===== src/rtl/tub_frame_sched.sv =====
// Frame scheduler for the tube display: background, timed status and blinking timed alert
// channels, each with its own buffer, merged by priority into one registered output frame.
module tub_frame_sched #(
  parameter int unsigned TICK_DIV = 100000,
  parameter int unsigned HOLD_MS  = 2000,
  parameter int unsigned BLINK_MS = 250
) (
  input  logic        sys_clk,
  input  logic        rst_n,
  input  logic        bg_load,
  input  logic [63:0] bg_frame,
  input  logic        st_load,
  input  logic [63:0] st_frame,
  input  logic        al_load,
  input  logic [63:0] al_frame,
  input  logic        abort,
  output logic [63:0] out_frame,
  output logic [1:0]  active_src,
  output logic        busy
);

  localparam int unsigned N  = HOLD_MS * TICK_DIV;
  localparam int unsigned B  = BLINK_MS * TICK_DIV;
  localparam int          CW = $clog2(N + 1);
  localparam int          BW = (B > 1) ? $clog2(B) : 1;

  localparam logic [CW-1:0] CNT_LAST   = CW'(N - 1);
  localparam logic [CW-1:0] CNT_SAT    = CW'(N);
  localparam logic [BW-1:0] BLINK_LAST = BW'(B - 1);

  typedef enum logic [1:0] {
    SRC_BG = 2'd0,
    SRC_ST = 2'd1,
    SRC_AL = 2'd2
  } src_e;

  logic [63:0]   bg_buf_q, bg_buf_d;
  logic [63:0]   st_buf_q, st_buf_d;
  logic [63:0]   al_buf_q, al_buf_d;
  logic [CW-1:0] st_cnt_q, st_cnt_d;
  logic [CW-1:0] al_cnt_q, al_cnt_d;
  logic          st_act_q, st_act_d;
  logic          al_act_q, al_act_d;
  logic [BW-1:0] blink_cnt_q, blink_cnt_d;
  logic          blank_q, blank_d;
  logic [63:0]   out_frame_q, out_frame_d;
  src_e          src_q, src_d;
  logic          busy_q, busy_d;

  // Frame buffers: each one only follows its own load strobe, abort does not block the write.
  always_comb begin
    bg_buf_d = bg_buf_q;
    st_buf_d = st_buf_q;
    al_buf_d = al_buf_q;
    if (bg_load) begin
      bg_buf_d = bg_frame;
    end else begin
      bg_buf_d = bg_buf_q;
    end
    if (st_load) begin
      st_buf_d = st_frame;
    end else begin
      st_buf_d = st_buf_q;
    end
    if (al_load) begin
      al_buf_d = al_frame;
    end else begin
      al_buf_d = al_buf_q;
    end
  end

  // Status hold timer: load restarts at cycle 0, last active cycle is N-1, count saturates at N.
  always_comb begin
    st_cnt_d = st_cnt_q;
    st_act_d = st_act_q;
    if (abort) begin
      st_cnt_d = '0;
      st_act_d = 1'b0;
    end else if (st_load) begin
      st_cnt_d = '0;
      st_act_d = 1'b1;
    end else if (st_act_q) begin
      if (st_cnt_q != CNT_SAT) begin
        st_cnt_d = st_cnt_q + CW'(1);
      end else begin
        st_cnt_d = st_cnt_q;
      end
      if (st_cnt_q == CNT_LAST) begin
        st_act_d = 1'b0;
      end else begin
        st_act_d = 1'b1;
      end
    end else begin
      st_cnt_d = st_cnt_q;
      st_act_d = 1'b0;
    end
  end

  // Alert hold timer plus blink phase; every load restarts in the visible half.
  always_comb begin
    al_cnt_d    = al_cnt_q;
    al_act_d    = al_act_q;
    blink_cnt_d = blink_cnt_q;
    blank_d     = blank_q;
    if (abort) begin
      al_cnt_d    = '0;
      al_act_d    = 1'b0;
      blink_cnt_d = '0;
      blank_d     = 1'b0;
    end else if (al_load) begin
      al_cnt_d    = '0;
      al_act_d    = 1'b1;
      blink_cnt_d = '0;
      blank_d     = 1'b0;
    end else if (al_act_q) begin
      if (al_cnt_q != CNT_SAT) begin
        al_cnt_d = al_cnt_q + CW'(1);
      end else begin
        al_cnt_d = al_cnt_q;
      end
      if (al_cnt_q == CNT_LAST) begin
        al_act_d = 1'b0;
      end else begin
        al_act_d = 1'b1;
      end
      if (blink_cnt_q == BLINK_LAST) begin
        blink_cnt_d = '0;
        blank_d     = ~blank_q;
      end else begin
        blink_cnt_d = blink_cnt_q + BW'(1);
        blank_d     = blank_q;
      end
    end else begin
      al_cnt_d    = al_cnt_q;
      al_act_d    = 1'b0;
      blink_cnt_d = blink_cnt_q;
      blank_d     = blank_q;
    end
  end

  // Output selection from registered channel state, so outputs trail channel changes by one cycle.
  always_comb begin
    out_frame_d = bg_buf_q;
    src_d       = SRC_BG;
    busy_d      = st_act_q | al_act_q;
    case ({al_act_q, st_act_q})
      2'b10, 2'b11: begin
        out_frame_d = blank_q ? 64'h0 : al_buf_q;
        src_d       = SRC_AL;
      end
      2'b01: begin
        out_frame_d = st_buf_q;
        src_d       = SRC_ST;
      end
      2'b00: begin
        out_frame_d = bg_buf_q;
        src_d       = SRC_BG;
      end
      default: begin
        out_frame_d = bg_buf_q;
        src_d       = SRC_BG;
      end
    endcase
  end

  // State and output registers, cleared asynchronously so a reset drops any hold in progress.
  always_ff @(posedge sys_clk or negedge rst_n) begin
    if (!rst_n) begin
      bg_buf_q    <= 64'h0;
      st_buf_q    <= 64'h0;
      al_buf_q    <= 64'h0;
      st_cnt_q    <= '0;
      al_cnt_q    <= '0;
      st_act_q    <= 1'b0;
      al_act_q    <= 1'b0;
      blink_cnt_q <= '0;
      blank_q     <= 1'b0;
      out_frame_q <= 64'h0;
      src_q       <= SRC_BG;
      busy_q      <= 1'b0;
    end else begin
      bg_buf_q    <= bg_buf_d;
      st_buf_q    <= st_buf_d;
      al_buf_q    <= al_buf_d;
      st_cnt_q    <= st_cnt_d;
      al_cnt_q    <= al_cnt_d;
      st_act_q    <= st_act_d;
      al_act_q    <= al_act_d;
      blink_cnt_q <= blink_cnt_d;
      blank_q     <= blank_d;
      out_frame_q <= out_frame_d;
      src_q       <= src_d;
      busy_q      <= busy_d;
    end
  end

  assign out_frame  = out_frame_q;
  assign active_src = src_q;
  assign busy       = busy_q;

endmodule


===== config.mk =====
export PLATFORM = sky130hd
export DESIGN_NAME = tub_frame_sched
export DESIGN_NICKNAME = d
export VERILOG_FILES = /design/src/rtl/tub_frame_sched.sv
export SDC_FILE = /design/constraint.sdc
export NUM_CORES = 1
export LEC_CHECK = 0
export ABC_AREA = 0
export CORE_MARGIN = 2
export CORE_UTILIZATION = 50
export CTS_CLUSTER_DIAMETER = 150
export CTS_CLUSTER_SIZE = 30
export DETAILED_ROUTE_END_ITERATION = 8
export HOLD_SLACK_MARGIN = 0.03
export PLACE_DENSITY = 0.83
export SYNTH_ARGS = -nofsm -noshare
export SYNTH_HDL_FRONTEND = slang
export SYNTH_SLANG_ARGS = --single-unit

===== constraint.sdc =====
create_clock -name sys_clk -period 2.23 [get_ports sys_clk]
set_input_delay 0.446 -clock sys_clk [delete_from_list [all_inputs] [get_ports sys_clk]]
set_output_delay 0.446 -clock sys_clk [all_outputs]
set_load 0.02 [all_outputs]

### Yosys cells after proc, flatten, opt, wreduce, memory -nomap -nowiden

Index checks and enable logic that the tools add are counted.

| storage, ports and cells | value |
|---|---|
| bits in registers | 343 |
| output and inout port bits | 67 |
| logic and storage cells | 62 |

| operators by class | value |
|---|---|
| $add $sub $neg | 3 |
| equality and inequality tests | 8 |
| mux-type cells | 27 |
| bitwise logic cells | 2 |
| reduce and logical (&&, ||, !) cells | 10 |

Operators with widths:

| operator | count |
|---|---|
| $mux W28 | 8 |
| $pmux W64 S3 | 1 |
| $mux W25 | 4 |
| $mux W64 | 1 |
| $add A28 B1 Y28 const B | 2 |
| $eq A28 B28 Y1 const B | 2 |
| $ne A28 B28 Y1 const B | 2 |
| $add A25 B1 Y25 const B | 1 |
| $eq A25 B25 Y1 const B | 1 |
| $reduce_bool A3 Y1 | 5 |
| $mux W1 | 12 |
| $pmux W2 S3 | 1 |
| $reduce_and A2 Y1 | 3 |
| $eq A2 B2 Y1 const B | 2 |
| $eq A2 B1 Y1 const B | 1 |
| $logic_not A2 Y1 | 1 |
| $reduce_or A2 Y1 | 1 |
| $not A1 Y1 | 1 |
| $or A1 B1 Y1 | 1 |

### Logic depth before layout (Yosys ltp)

Gate-level depths: netlist (run 1).

| depth | value |
|---|---|
| depth in word-level cells | 5 |
| depth in mapped cells | 7 |
| depth with buffers taken out | 7 |

### Worst setup path before layout (run 1)

Ideal clock, no wire load.

| path | value |
|---|---|
| path kind | in2reg |
| start | in al_load |
| end | reg blink_cnt_q[7] |
| setup time | 0.122 ns |
| data arrival time | 1.709 ns |
| path slack | 0.398 ns |
| stages | 6 |
| cell sequence | clkbuf_1 nor3_1 buf_2 or4b_2 xor2_1 nor2_1 |

| on the way | value |
|---|---|
| longest elaborated chain between the ends | 2 |

RTL lines:

| item | RTL line | source |
|---|---|---|
| start: declaration | 14 | `input logic al_load,` |
| $mux W25 | 110 | `end else if (al_load) begin` |
| $mux W25 | 105 | `if (abort) begin` |
| end signal: assignment | 189 | `blink_cnt_q <= blink_cnt_d;` |
| end: declaration | 44 | `logic [BW-1:0] blink_cnt_q, blink_cnt_d;` |

Several ways; a longest one is shown, not always the timed one.
A chain may end at the register's enable or synchronous reset.

### Worst setup path after layout (run 1)

| path | value |
|---|---|
| start | reg al_cnt_q[20] |
| end | reg al_cnt_q[1] |

| on the way | value |
|---|---|
| longest elaborated chain between the ends | 3 |

RTL lines:

| item | RTL line | source |
|---|---|---|
| start: declaration | 41 | `logic [CW-1:0] al_cnt_q, al_cnt_d;` |
| start signal: assignment | 186 | `al_cnt_q <= al_cnt_d;` |
| $ne A28 B28 Y1 | 116 | `if (al_cnt_q != CNT_SAT) begin` |
| $reduce_bool A3 Y1 (no line) | - |  |
| $reduce_and A2 Y1 (no line) | - |  |

No other way between the ends.

==> impl_metrics.json, run 1 <==
{
  "status": "finished, final reports clean",
  "h-tree-depth": 1,
  "seq_area_frac_synth_pct": 58.53,
  "crit_type": "reg2reg",
  "p_int_mw": 9.109,
  "swShare_pct": 25.49,
  "start_util_pct": 50.96,
  "first_iter_violations": 555,
  "vias": 10220,
  "post_cts_resized": 0,
  "final_area_um2": 18340,
  "min_from": "st_load",
  "min-delay-path-class": "in2reg",
  "peakVddDrop_mv": 0.6676,
  "ys.flop_type": "dfrtp_1",
  "ioPinCount": 265,
  "critPathSlowestCell": "or4_1",
  "synth_warnings": 0,
  "cp_max_fo": 4,
  "synth_area_per_cell_um2": 12.39,
  "holdPathStages": 2,
  "die_h_um": 175.3,
  "nets": 1643,
  "fin_skew_ns": 0.02593,
  "clk_latency_ns": 0.51,
  "synth-edff-count": 0,
  "synthToLayoutAreaGrowth_pct": 25.02,
  "post_cts.repair.setup_buffers": 0,
  "crit_path_end_kind": "flip-flop",
  "drv_cap": 0,
  "synthTopCellsByArea": "dfrtp_1 (59%), mux2_2 (15%), mux2i_1 (4.6%), nand2_1 (2.8%), o21ai_0 (2.5%)",
  "grt_pass1_vias": 10970,
  "max_freq_ghz": 0.4900,
  "crit_chain": "or4_1 -> nor4_1 -> and4_1 -> nor2_1 -> mux2i_1",
  "critical_path.startpoint_type": "flip-flop",
  "die_x_um": 175.3,
  "required_ns": 2.64,
  "timing.rr.end": "al_cnt_q[1]$_DFFE_PN0P_",
  "leakagePower_nw": 7.516,
  "grt_start_max_net_pins": 100,
  "detail_route.vias_per_cell": 5.588,
  "wl_per_cell_um": 19.46,
  "seq_power_share_pct": 57.3,
  "dieArea_um2": 30720,
  "io_buffers": 264,
  "dp_hpwl_mm": 24.74,
  "grt_usage_pct": 23.49,
  "drv_slew": 0,
  "fin_util_pct": 63.71,
  "setup_tns_ns": 0,
  "drt_drc_violations_left": 0,
  "slew_headroom_pct": 59.91,
  "path_buf_inv": 0,
  "cts_tree": "done",
  "syn_area_um2": 14670,
  "grt_setup_unrepaired": "no",
  "place_area_um2": 17910,
  "netlist.area_leader.share_pct": 58.53,
  "yosysMostFrequentCell": "dfrtp_1",
  "fin_crit_ns": 2.041,
  "gp_congestion": 0.8865,
  "p_comb_share_pct": 16.7,
  "final_hold_viol_count": 0,
  "synth.net_count": 1387,
  "clockRootBuffer": "clkbuf_16",
  "core_um2": 28780,
  "synthArstFlopShare_pct": 100.0,
  "setup_viol": 0,
  "finalCritPeriodShare_pct": 91.51,
  "crit_family": "simple AND/OR/NAND/NOR gates",
  "clock_power_share_pct": 26.0,
  "synth_top_area_cell": "dfrtp_1",
  "grt_pass1_wl_mm": 57.69,
  "synth_seq_cells": 343,
  "worst_slew_pin_slew_ns": 0.6013,
  "rr_startpoint": "al_cnt_q[20]$_DFFE_PN0P_",
  "num_rows": 62,
  "drive_gt1_share_pct": 19.15,
  "powerDensity_nw_per_um2": 666.7,
  "clock_path_buffers": 3,
  "first_pass_iters": 5,
  "netlist_instances": 1184,
  "drt-total-wl_mm": 35.57,
  "grt_antenna_before_repair": 4,
  "critPathMaxStageDelay_ns": 0.52,
  "path_clk_slew_ns": 0.12,
  "reg2reg_setup_slack_ns": 0.19,
  "cts_made_buffers": 15,
  "p_sw_mw": 3.116,
  "cts_hold_buf": 1,
  "post_synth_num_cell_types": 59,
  "overflow": 0,
  "r2r_cells": 5,
  "min_to": "st_buf_q[5]$_DFFE_PN0P_",
  "synthTopCellsByCount": "dfrtp_1 (343), mux2_2 (193), nand2_1 (109)",
  "clock_sink_count": 343,
  "cp.arrival_ns": 2.45,
  "final_antenna_net_count": 0
}
## flip-flops by register name, summed over array words and instances, names as in the netlist, 2 cells and up
register and count:
al_buf_q 64, al_cnt_q 28, bg_buf_q 64, active_src 2, st_cnt_q 28, out_frame 64, blink_cnt_q 25, st_buf_q 64
## stage by stage
stage,hold slack (ns),instances,worst slack (ns),total power [mW]
3_5_place_dp,0.3273,1806,0.007323,9.181
2_1_floorplan,0.1504,1184,0.3983,8.013
6_report,0.3202,1828,0.1893,12.22
3_3_place_gp,0.3256,1806,0.04423,9.106
4_1_cts,0.3135,1825,0.1871,12.35
5_1_grt,0.3157,1828,0.05114,12.75
## power groups by stage
| stage | sequential, mW | combinational [mW] | clock (mW) |
|---|---|---|---|
| finish | 7.01 | 2.04 | 3.18 |
| CTS | 7.01 | 2.06 | 3.28 |
| global route | 7.07 | 2.19 | 3.48 |
| detailed placement | 7.13 | 2.05 | 0 |
| floorplan | 7.27 | 0.743 | 0 |
| global placement | 7.10 | 2.01 | 0 |
## cells in the final DEF (no fill, tap or decap), types with 7 or more instances in the layout
cell type	instances
and3_1	9
inv_1	10
xor2_1	29
xnor2_1	26
nor3_1	17
a21oi_1	17
nand4_1	21
buf_12	8
nor4_1	16
nand3_1	27
nor2_1	80
or3_1	10
or4_1	7
buf_4	29
o21ai_0	72
nand2_1	109
dfrtp_1	341
mux2_2	193
mux2i_1	67
clkbuf_16	15
clkdlybuf4s50_1	260
## kinds of logic after synthesis
logic type / after synthesis / synth area share, %
xor+xnor: 55 / 3.285
simple gates: 343 / 12.30
flops: 343 / 58.53
fa+ha+maj: 5 / 0.4266
buf+inv: 71 / 1.920
mux: 260 / 19.39
compound gates: 107 / 4.146
## cell type report
class	count	area, um2
antenna	3	7.507
fill	2185	10450
sequential	343	8588
multi-input combinational	770	5808
timing repair buffer	300	3010
inverter	10	37.54
clock buffer	17	382.9
clock inverter	1	20.02
tap	384	480.5
## worst max path at each step
stage          cells after the start                           to                     start
2_1_floorplan                      6   blink_cnt_q[7]$_DFFE_PN0P_                   al_load
3_3_place_gp                       6  blink_cnt_q[13]$_DFFE_PN0P_                     abort
3_5_place_dp                       6  blink_cnt_q[15]$_DFFE_PN0P_                     abort
4_1_cts                            5      al_cnt_q[1]$_DFFE_PN0P_  al_cnt_q[20]$_DFFE_PN0P_
5_1_grt                            5      al_cnt_q[0]$_DFFE_PN0P_  al_cnt_q[20]$_DFFE_PN0P_
6_report                           5      al_cnt_q[1]$_DFFE_PN0P_  al_cnt_q[20]$_DFFE_PN0P_
## worst register-to-register path: cells and delay by family (launching register included)
kind	cells	cell delay (ns)
mux	1	0.12
simple gates	4	1.42
flops	1	0.42
## metal layers
metal	up-vias	global-route usage, %	wire [um]
met5	-	0	0
met4	0	7.986	1198
met3	78	6.255	2756
met2	332	40.26	17750
met1	5156	28.86	13860
li1	4649	-	-
No activity file was read; power rests on OpenSTA's default activity.
==> inputs of run 2 (changes only) <==
Settings changed: CTS_BUF_LIST set to sky130_fd_sc_hd__clkbuf_8.
==> impl_metrics.json, run 2 (synthesized netlist as in run 1, its figures left out) <==
{
  "swShare_pct": 26.15,
  "drt_drc_violations_left": 0,
  "die_h_um": 175.3,
  "timing.rr.end": "al_cnt_q[1]$_DFFE_PN0P_",
  "grt_pass1_wl_mm": 57.40,
  "num_rows": 62,
  "powerDensity_nw_per_um2": 633.3,
  "dieArea_um2": 30720,
  "detail_route.vias_per_cell": 5.548,
  "setup_slack_ns": 0.1843,
  "min_to": "st_buf_q[5]$_DFFE_PN0P_",
  "die_x_um": 175.3,
  "final_common_cell": "dfrtp_1",
  "cp_max_fo": 1,
  "critPathMaxStageDelay_ns": 0.63,
  "holdPathStages": 2,
  "fin_util_pct": 63.12,
  "gp_congestion": 0.8865,
  "drv_cap": 0,
  "p_sw_mw": 3.008,
  "rr_startpoint": "al_cnt_q[20]$_DFFE_PN0P_",
  "crit_family": "buffers and inverters",
  "reg2reg_setup_slack_ns": 0.20,
  "grt_antenna_before_repair": 4,
  "dpl.cell_count": 1806,
  "cp.arrival_ns": 1.60,
  "final_area_um2": 18170,
  "p_int_mw": 8.497,
  "worst_slew_pin_slew_ns": 0.6017,
  "grt_usage_pct": 23.38,
  "final_antenna_net_count": 0,
  "overflow": 0,
  "clock_power_share_pct": 21.4,
  "critical_path.startpoint_type": "flip-flop",
  "crit_type": "reg2out",
  "setup_viol": 0,
  "io_buffers": 264,
  "ioPinCount": 265,
  "clock_path_buffers": 3,
  "first_pass_iters": 7,
  "drt-total-wl_mm": 35.28,
  "p_comb_share_pct": 17.7,
  "peakVddDrop_mv": 0.5156,
  "clock_sink_count": 343,
  "fin_skew_ns": 0.03835,
  "drv_slew": 0,
  "first_iter_violations": 494,
  "cts_made_buffers": 15,
  "cts_tree": "done",
  "crit_path_end_kind": "primary output",
  "grtUsageMet1_pct": 28.60,
  "setup_tns_ns": 0,
  "whs_ns": 0.2556,
  "status": "finished, final reports clean",
  "slew_headroom_pct": 59.88,
  "critPathSlowestCell": "clkdlybuf4s50_1",
  "nets": 1643,
  "r2r_cells": 5,
  "leakagePower_nw": 7.447,
  "post_cts.repair.setup_buffers": 0,
  "min-delay-path-class": "in2reg",
  "place_area_um2": 17910,
  "vias": 10140,
  "final_cells": 1828,
  "final_hold_viol_count": 0,
  "clk_latency_ns": 0.56,
  "required_ns": 1.78,
  "seq_power_share_pct": 60.9,
  "dp_hpwl_mm": 24.74,
  "max_freq_ghz": 0.4888,
  "wl_per_cell_um": 19.30,
  "grt_start_max_net_pins": 100,
  "path_buf_inv": 1,
  "grt_pass1_vias": 10920,
  "cp_num_cells": 1,
  "finalCritPeriodShare_pct": 91.74,
  "fin_crit_ns": 2.046,
  "h-tree-depth": 1,
  "start_util_pct": 50.96,
  "path_clk_slew_ns": 0.18,
  "clockRootBuffer": "clkbuf_8",
  "globalRouteMet2Util_pct": 40.22,
  "use_met3_pct": 6.212,
  "core_um2": 28780,
  "min_from": "st_load",
  "drive_gt1_share_pct": 19.15,
  "busiest_layer": "met2",
  "grt_setup_unrepaired": "no",
  "synthToLayoutAreaGrowth_pct": 23.87,
  "most-common-layout-cells": "dfrtp_1 (341), clkdlybuf4s50_1 (260), mux2_2 (193), nand2_1 (109), nor2_1 (80)",
  "place_ws_ns": 0.007323,
  "power.total_mw": 11.50,
  "crit_chain": "clkdlybuf4s50_1"
}
-- run 2: cell types whose count changed in the layout (fill, tap and decap cells not counted), sizes merged --
cell    change
clkbuf      -2
inv         +2
-- run 2: worst max-delay path by stage --
stage / slack, ns / start / to
after floorplan: 0.40 / al_load / blink_cnt_q[7]$_DFFE_PN0P_
after global placement: 0.04 / abort / blink_cnt_q[13]$_DFFE_PN0P_
after detailed placement: 0.007 / abort / blink_cnt_q[15]$_DFFE_PN0P_
after CTS: 0.14 / out_frame[22]$_DFF_PN0_ / out_frame[22]
after global routing: 0.05 / al_cnt_q[20]$_DFFE_PN0P_ / al_cnt_q[0]$_DFFE_PN0P_
final: 0.18 / out_frame[22]$_DFF_PN0_ / out_frame[22]
-- run 2: per-layer routing --
| layer | wire [um] | vias to the layer above |
|---|---|---|
| met1 | 13860 | 5127 |
| met2 | 17660 | 296 |
| met3 | 2597 | 70 |
| li1 | - | 4648 |
| met4 | 1158 | 0 |
| met5 | 0 | - |
-- run 2: final cells by class --
type                            instances  area (um2)
Fill cell                            2204       10610
Antenna cell                            3       7.507
Clock buffer                           15       206.4
Sequential cell                       343        8588
Clock inverter                          3       27.53
Tap cell                              384       480.5
Inverter                               10       37.54
Timing Repair Buffer                  300        3010
Multi-Input combinational cell        770        5808
-- run 2: what timing repair did --
action	in CTS	in global routing
hold buffers	1	0
setup endpoints to repair	0	0
endpoints found under the hold margin	25	0
resized for setup	0	0
-- run 2: power by group through the flow --
stage               Sequential, mW  Combinational [mW]  Clock, mW
global placement              7.10                2.01          0
floorplan                     7.27               0.743          0
global route                  7.08                2.19       2.79
CTS                           7.01                2.06       2.56
detailed placement            7.13                2.05          0
finish                        7.01                2.03       2.46
